==> src/rtl/ucsbece152a_ssd_scan.sv <==
// ucsbece152a_ssd_scan
// Time-multiplexed scan controller that shares one 3-bit seven-segment
// decoder across NUM_DIGITS common-anode digits. New digit values arrive
// through a valid/ready handshake. The first load after reset is applied
// directly. Later loads wait in a shadow register and are swapped in only at
// a frame boundary, so a frame never mixes old and new digit values. Each
// digit slot is BLANK_CYCLES of all-dark guard time followed by
// REFRESH_CYCLES with the digit lit.
//
// Ports:
//   clk_i          system clock, rising edge
//   rst_ni         asynchronous active-low reset
//   load_valid_i   load request
//   load_ready_o   high when load_data_i can be accepted
//   load_data_i    packed digit values, digit k in bits [3k+2:3k]
//   digit_en_i     per-digit enable; a disabled digit keeps its slot but stays dark
//   dec_data_o     value of the scanned digit, to the shared decoder
//   anode_o        active-low one-hot digit select
//   digit_idx_o    index of the current slot
//   frame_start_o  pulse in the first cycle of digit 0's slot
module ucsbece152a_ssd_scan #(
    parameter int NUM_DIGITS     = 4,
    parameter int REFRESH_CYCLES = 1000,
    parameter int BLANK_CYCLES   = 2
) (
    input  logic                          clk_i,
    input  logic                          rst_ni,
    input  logic                          load_valid_i,
    output logic                          load_ready_o,
    input  logic [3*NUM_DIGITS-1:0]       load_data_i,
    input  logic [NUM_DIGITS-1:0]         digit_en_i,
    output logic [2:0]                    dec_data_o,
    output logic [NUM_DIGITS-1:0]         anode_o,
    output logic [((NUM_DIGITS > 1) ? $clog2(NUM_DIGITS) : 1)-1:0] digit_idx_o,
    output logic                          frame_start_o
);

    localparam int IDX_W   = (NUM_DIGITS > 1) ? $clog2(NUM_DIGITS) : 1;
    localparam int CNT_MAX = (REFRESH_CYCLES > BLANK_CYCLES) ? REFRESH_CYCLES : BLANK_CYCLES;
    localparam int CNT_W   = (CNT_MAX > 1) ? $clog2(CNT_MAX) : 1;

    localparam logic [CNT_W-1:0] REFRESH_LAST = CNT_W'(REFRESH_CYCLES - 1);
    localparam logic [CNT_W-1:0] BLANK_LAST   = CNT_W'((BLANK_CYCLES > 0) ? BLANK_CYCLES - 1 : 0);
    localparam logic [IDX_W-1:0] IDX_LAST     = IDX_W'(NUM_DIGITS - 1);

    typedef enum logic [1:0] {
        IDLE,
        BLANK,
        SHOW
    } state_t;

    // With no blanking guard, every slot opens directly in SHOW.
    localparam state_t SLOT_FIRST = (BLANK_CYCLES == 0) ? SHOW : BLANK;

    state_t                  state_q, state_d;
    logic [IDX_W-1:0]        idx_q, idx_d;
    logic [CNT_W-1:0]        cnt_q, cnt_d;
    logic [3*NUM_DIGITS-1:0] active_q;
    logic [3*NUM_DIGITS-1:0] pending_q;
    logic                    pending_valid_q;
    logic                    transfer;
    logic                    boundary;

    // Ready depends only on registered state, so it has no path from valid.
    assign load_ready_o = ~pending_valid_q;
    assign transfer     = load_valid_i && ~pending_valid_q;

    // The edge that ends the last digit's lit time and wraps the scan to digit 0.
    assign boundary = (state_q == SHOW) && (cnt_q == REFRESH_LAST) && (idx_q == IDX_LAST);

    // Scan state, slot index and dwell counter.
    always_ff @(posedge clk_i or negedge rst_ni) begin
        if (!rst_ni) begin
            state_q <= IDLE;
            idx_q   <= '0;
            cnt_q   <= '0;
        end else begin
            state_q <= state_d;
            idx_q   <= idx_d;
            cnt_q   <= cnt_d;
        end
    end

    // Next-state logic: IDLE waits for the first load, then each slot runs
    // BLANK (guard) followed by SHOW (lit), advancing the index after SHOW.
    always_comb begin
        state_d = state_q;
        idx_d   = idx_q;
        cnt_d   = cnt_q;
        case (state_q)
            IDLE: begin
                if (transfer) begin
                    idx_d   = '0;
                    cnt_d   = '0;
                    state_d = SLOT_FIRST;
                end
            end
            BLANK: begin
                if (cnt_q == BLANK_LAST) begin
                    cnt_d   = '0;
                    state_d = SHOW;
                end else begin
                    cnt_d = cnt_q + 1'b1;
                end
            end
            SHOW: begin
                if (cnt_q == REFRESH_LAST) begin
                    cnt_d   = '0;
                    idx_d   = (idx_q == IDX_LAST) ? '0 : idx_q + 1'b1;
                    state_d = SLOT_FIRST;
                end else begin
                    cnt_d = cnt_q + 1'b1;
                end
            end
            default: begin
                state_d = IDLE;
            end
        endcase
    end

    // Digit data. The first load goes straight to the displayed set; later
    // loads park in the shadow register until the frame wraps. A transfer
    // cannot coincide with a pending swap because ready is low while the
    // shadow is full.
    always_ff @(posedge clk_i or negedge rst_ni) begin
        if (!rst_ni) begin
            active_q        <= '0;
            pending_q       <= '0;
            pending_valid_q <= 1'b0;
        end else if (transfer) begin
            if (state_q == IDLE) begin
                active_q <= load_data_i;
            end else begin
                pending_q       <= load_data_i;
                pending_valid_q <= 1'b1;
            end
        end else if (boundary && pending_valid_q) begin
            active_q        <= pending_q;
            pending_valid_q <= 1'b0;
        end
    end

    // Output decode. The decoder value is held through BLANK so it settles
    // before the anode turns on; the anode only lights in SHOW and only for
    // an enabled digit.
    always_comb begin
        anode_o    = '1;
        dec_data_o = '0;
        if (state_q != IDLE) begin
            for (int k = 0; k < NUM_DIGITS; k++) begin
                if (idx_q == IDX_W'(k)) begin
                    dec_data_o = active_q[3*k +: 3];
                    if (state_q == SHOW) begin
                        anode_o[k] = ~digit_en_i[k];
                    end
                end
            end
        end
    end

    assign digit_idx_o   = idx_q;
    assign frame_start_o = (state_q == SLOT_FIRST) && (idx_q == '0) && (cnt_q == '0);

endmodule

==> config.mk <==
export PLATFORM = sky130hd
export DESIGN_NAME = ucsbece152a_ssd_scan
export DESIGN_NICKNAME = d
export VERILOG_FILES = /design/src/rtl/ucsbece152a_ssd_scan.sv
export SDC_FILE = /design/constraint.sdc
export NUM_CORES = 1
export LEC_CHECK = 0
export CORE_ASPECT_RATIO = 1.75
export CORE_UTILIZATION = 50
export DETAILED_ROUTE_END_ITERATION = 7
export PLACE_DENSITY = 0.73
export SLEW_MARGIN = 20
export SYNTH_ARGS = -nofsm -noshare
export SYNTH_HDL_FRONTEND = slang
export SYNTH_SLANG_ARGS = --single-unit
==> constraint.sdc <==
create_clock -name clk_i -period 5.6 [get_ports clk_i]
set_input_delay 1.4 -clock clk_i [delete_from_list [all_inputs] [get_ports clk_i]]
set_output_delay 1.4 -clock clk_i [all_outputs]
set_load 0.05 [all_outputs]
# After elaboration in Yosys (flattened, before gate mapping)
# Cells that the tools add are included.
# Widths: inputs -> output; s select.
dict set report classes {
  n_addsub 2
  eq_ne 12
  muxes 32
  bitwise_logic 6
  n_reduce_logical 19
}
# op count
set op_table {}
lappend op_table {{$mux 12} 3}
lappend op_table {{$mux 10} 3}
lappend op_table {{$pmux 10 s3} 1}
lappend op_table {{$mux 3} 5}
lappend op_table {{$mux 2} 6}
lappend op_table {{$mux 1} 11}
lappend op_table {{$add 10x1->10 const B} 1}
lappend op_table {{$eq 10x1->1 const B} 1}
lappend op_table {{$eq 10x10->1 const B} 1}
lappend op_table {{$logic_not 10->1} 1}
lappend op_table {{$reduce_and 2->1} 4}
lappend op_table {{$eq 2x2->1 const B} 3}
lappend op_table {{$logic_and 1x1->1} 6}
lappend op_table {{$ne 2x2->1 const B} 3}
lappend op_table {{$not 1->1} 6}
lappend op_table {{$pmux 2 s3} 1}
lappend op_table {{$reduce_and 3->1} 2}
lappend op_table {{$reduce_bool 2->1} 3}
lappend op_table {{$eq 2x1->1 const B} 2}
lappend op_table {{$logic_not 2->1} 2}
lappend op_table {{$mux 4} 1}
lappend op_table {{$ne 2x1->1 const B} 2}
lappend op_table {{$pmux 2 s2} 1}
lappend op_table {{$reduce_bool 3->1} 1}
lappend op_table {{$add 2x1->2 const B} 1}
dict set report totals {
  register_bits 39
  in_bits 19
  out_inout_bits 11
}

# Depth between registers and ports, before layout
dict set report depth {
  depth_word 6
  depth_mapped 7
}

# Least setup slack after synthesis
# OpenSTA, ideal clock, no wires.
dict set report synth_path {
  kind {flip-flop to output port}
  start {register idx_q[1] (netlist: digit_idx_o[1])}
  end {output dec_data_o[0]}
  arrival_ns 2.289
  t_required_ns 4.200
  slack_ns 1.911
  stages_incl_launch_ff 7
  cell_sequence {dfrtp_1 > inv_1 > ha_1 > nor2b_1 > a221oi_1 > a211o_1 > a21oi_1}
}
dict set report synth_via {
  elab_chain_len 6
  elab_cells_between_ends 9
  cone_classes {3 x eq/ne; 5 x mux; 1 x reduce/logical}
}
# element line_no
set synth_lines {}
lappend synth_lines {{start, declared} 56} ;# logic [IDX_W-1:0] idx_q, idx_d;
lappend synth_lines {{start signal, assigned} 79} ;# idx_q <= idx_d;
lappend synth_lines {{$logic_not 2->1} 151} ;# if (idx_q == IDX_W'(k)) begin
lappend synth_lines {{$mux 3 (3 in series)} 151}
lappend synth_lines {{$mux 3 *} 151}
lappend synth_lines {{$mux 3 *} 149} ;# if (state_q != IDLE) begin
lappend synth_lines {{end, declared} 32} ;# output logic [2:0] dec_data_o,
# Mark *: on every way between the ends. The rest lies on a longest branch, timed or not.

# Final worst setup path
dict set report layout_path {
  start {input digit_en_i[0]}
  end {output anode_o[0]}
}
dict set report layout_via {
  elab_chain_len 4
}
# element line_no
set layout_lines {}
lappend layout_lines {{start, declared} 31} ;# input logic [NUM_DIGITS-1:0] digit_en_i,
lappend layout_lines {{$not 1->1} 154} ;# anode_o[k] = ~digit_en_i[k];
lappend layout_lines {{$mux 1} 153} ;# if (state_q == SHOW) begin
lappend layout_lines {{$mux 1} 151}
lappend layout_lines {{$mux 4} 149}
lappend layout_lines {{end, declared} 33} ;# output logic [NUM_DIGITS-1:0] anode_o,
# No other way between the ends.

==> flow_metrics.env <==
export IMPL_outcome="completed"
export IMPL_slowest_delay_ns=0.80
export IMPL_min_period_ns=4.083
export IMPL_placed_area_um2=2606
export IMPL_synthTopCellsByArea="dfrtp_1, mux2_2, nand2_1"
export IMPL_synthArstFlopShare_pct=100.0
export IMPL_syn_area_per_cell_um2=10.33
export IMPL_slew_violations=0
export IMPL_path_depth=3
export IMPL_synthAdderAreaFrac_pct=5.924
export IMPL_synthTopCellsByCount="nand2_1, dfrtp_1, inv_1"
export IMPL_fin_util_pct=61.35
export IMPL_internal_power_uw=445.6
export IMPL_postCtsResizedCells=0
export IMPL_min_path_type="flop to flop"
export IMPL_p_sw_uw=112.5
export IMPL_die_h_um=92.18
export IMPL_dieArea_um2=4934
export IMPL_netlist_area_leader_share_pct=42.00
export IMPL_clkSinkCount=39
export IMPL_hold_buffers=0
export IMPL_pre_cts_slack_ns=1.515
export IMPL_antenna_found_initial=0
export IMPL_p_clk_share_pct=43.5
export IMPL_yosysSeqAreaShare_pct=42.00
export IMPL_final_area_um2=2726
export IMPL_antenna_cells=0
export IMPL_place_inst=295
export IMPL_drt_wl_total_um=4850
export IMPL_clk_latency_ns=0.30
export IMPL_grt_pass1_vias=1800
export IMPL_via_per_inst=5.851
export IMPL_drt_pass1_iter_count=4
export IMPL_clockBufferDepth=2
export IMPL_fin_ws_ns=1.517
export IMPL_drive_gt1_share_pct=15.87
export IMPL_post_drt_wl_per_cell_um=16.01
export IMPL_setup_tns_ns=0
export IMPL_crit_top_cell="clkdlybuf4s50_1"
export IMPL_skew_ns=0.009914
export IMPL_rsz0062_at_grt="false"
export IMPL_nets=281
export IMPL_cp_max_fo=1
export IMPL_via_count=1773
export IMPL_synthMostInstantiatedCell="nand2_1"
export IMPL_cp_end_kind="output port"
export IMPL_synth_xor_area_share_pct=0.7539
export IMPL_hold_viol=0
export IMPL_synth_area_um2=2323
export IMPL_grt_max_degree=40
export IMPL_drc=0
export IMPL_io_pins=30
export IMPL_synthCells=225
export IMPL_cellLeakagePower_uw=0.001249
export IMPL_cts_max_level=2
export IMPL_synth_nets=255
export IMPL_root_buffer="clkbuf_8"
export IMPL_io_buffers=29
export IMPL_power_frac_seq_pct=51.6
export IMPL_ys_seq_elements=39
export IMPL_yosys_area_top_type="dfrtp_1"
export IMPL_reg2reg_depth=5
export IMPL_synth_cell_type_count=54
export IMPL_synth_top_family_by_area="simple AND/OR/NAND/NOR gates"
export IMPL_hold_depth=1
export IMPL_layoutNonFillerInstCount=303
export IMPL_swShare_pct=20.15
export IMPL_cp_cell_sequence="clkdlybuf4s50_1, nand3_1, clkdlybuf4s50_1"
export IMPL_cap_violations=0
export IMPL_drtIter0Drc=43
export IMPL_ys_warnings_count=0
export IMPL_synth_ff_type="dfrtp_1"
export IMPL_fin_crit_sh_pct=72.90
export IMPL_path_class="primary input to output port"
export IMPL_start_util_pct=52.28
export IMPL_postCtsSetupBuffers=0
export IMPL_cts_tree="yes"
export IMPL_setup_viol=0
export IMPL_synth_area_mux_share_pct=14.32
export IMPL_synth_compound_area_share_pct=12.44
export IMPL_cp_arrival_ns=2.68
export IMPL_p_per_area_nw_per_um2=204.7
export IMPL_grt_pass1_wl_um=8183
export IMPL_ant_nets=0
export IMPL_rows=32
export IMPL_yosys_area_share_simple_pct=19.28
export IMPL_dp_hpwl_um=3561
export IMPL_max_freq_mhz=244.9
export IMPL_crit_family="buffers and inverters"
export IMPL_clkTransAtPathRegs_ns=0.08
export IMPL_place_congestion=0.7706
export IMPL_combPwrFrac_pct=4.9
export IMPL_worst_pin_slew_ns=0.9092
export IMPL_cp_slowest_cell="clkdlybuf4s50_1"
export IMPL_max_vdd_ir_drop_mv=0.1857
export IMPL_startpoint_type="primary input"
export IMPL_synth_edf_count=0
export IMPL_die_x_um=53.53
export IMPL_slew_headroom_pct=39.39
export IMPL_gr_usage_all_layers_pct=22.78
export IMPL_grt_ovfl_total=0
export IMPL_cp_num_buf_inv=2
export IMPL_cts_made_buffers=5
export IMPL_crit_required_ns=4.20
export IMPL_coreArea_um2=4444
export IMPL_syn_to_final_growth_pct=17.34
## flip-flops by register name, summed over array words and instances, names as in the netlist
name,flops
state_q,2
active_q,12
digit_idx_o,2
pending_valid_q,1
pending_q,12
cnt_q,10
## path summary, 6_finish.rpt
check | from | end | slack (ns)
setup / recovery | digit_en_i[0] | anode_o[0] | 1.52
hold / removal | active_q[11] | active_q[11] | 0.51
setup reg to reg | digit_idx_o[0] | active_q[0] | 3.37
hold reg to reg | active_q[11] | active_q[11] | 0.51
max in group asynchronous | rst_ni | cnt_q[4] | 3.81
min in group asynchronous | rst_ni | pending_q[8] | 1.22
## cells by family after synthesis
group	after synthesis
AO/OA/AOI/OAI	37
buffers and inverters	25
flip-flops	39
adder cells (fa/ha/maj)	11
multiplexers	28
XOR/XNOR	2
AND/OR/NAND/NOR	83
## per-layer routing
| layer | GRT usage, % | share of wire, % | up-vias |
|---|---|---|---|
| met5 | 0 | 0 | - |
| li1 | - | - | 858 |
| met2 | 41.35 | 56 | 33 |
| met3 | 4.478 | 3.1 | 11 |
| met4 | 10.75 | 2.2 | 0 |
| met1 | 23.27 | 39 | 871 |
## stage by stage
stage	hold slack, ns	power [uW]
6_report	0.5083	558.1
5_1_grt	0.5293	578.1
4_1_cts	0.5109	563.6
3_5_place_dp	0.4931	321.3
3_3_place_gp	0.4813	320.5
2_1_floorplan	0.4712	300.1
## worst reg2reg max path: cells and delay by family (launching register included)
| family | cells | cell delay [ns] |
|---|---|---|
| AO/OA/AOI/OAI | 1 | 0.70 |
| adder cells (fa/ha/maj) | 1 | 0.36 |
| flip-flops | 1 | 0.44 |
| multiplexers | 1 | 0.42 |
| AND/OR/NAND/NOR | 2 | 0.22 |
## cells in the final DEF (no fill, tap or decap), types with 2 or more instances in the layout
cell	Yosys	routed
clkdlybuf4s50_1	0	28
a32o_1	2	2
or3_1	2	2
mux2i_1	7	7
o221ai_1	2	2
nand3_1	11	11
mux2_2	14	14
nor2_1	9	8
inv_1	15	15
o211ai_1	3	3
o21ai_0	3	3
a211o_1	3	3
o22ai_1	2	2
ha_1	11	11
mux2_4	7	7
nand4_1	3	3
a221oi_1	3	3
a21oi_1	6	6
nor2b_1	4	4
dfrtp_1	39	39
clkbuf_8	0	6
nand2_1	40	40
## final cells by class
class | count | area (um2)
Fill cell | 380 | 1718
Clock inverter | 2 | 35.03
Multi-Input combinational cell | 161 | 1227
Sequential cell | 39 | 975.9
Inverter | 15 | 56.30
Clock buffer | 6 | 82.58
Tap cell | 51 | 63.81
Timing Repair Buffer | 29 | 285.3
## power by group through the flow
stage | Combinational [uW] | Clock, uW | Sequential (uW)
2_1_floorplan | 7.15 | 0 | 293
5_1_grt | 30.4 | 259 | 289
4_1_cts | 28.0 | 248 | 288
3_5_place_dp | 27.9 | 0 | 293
3_3_place_gp | 27.3 | 0 | 293
6_report | 27.4 | 243 | 288
Note: power is estimated with default switching activity, not from simulation.
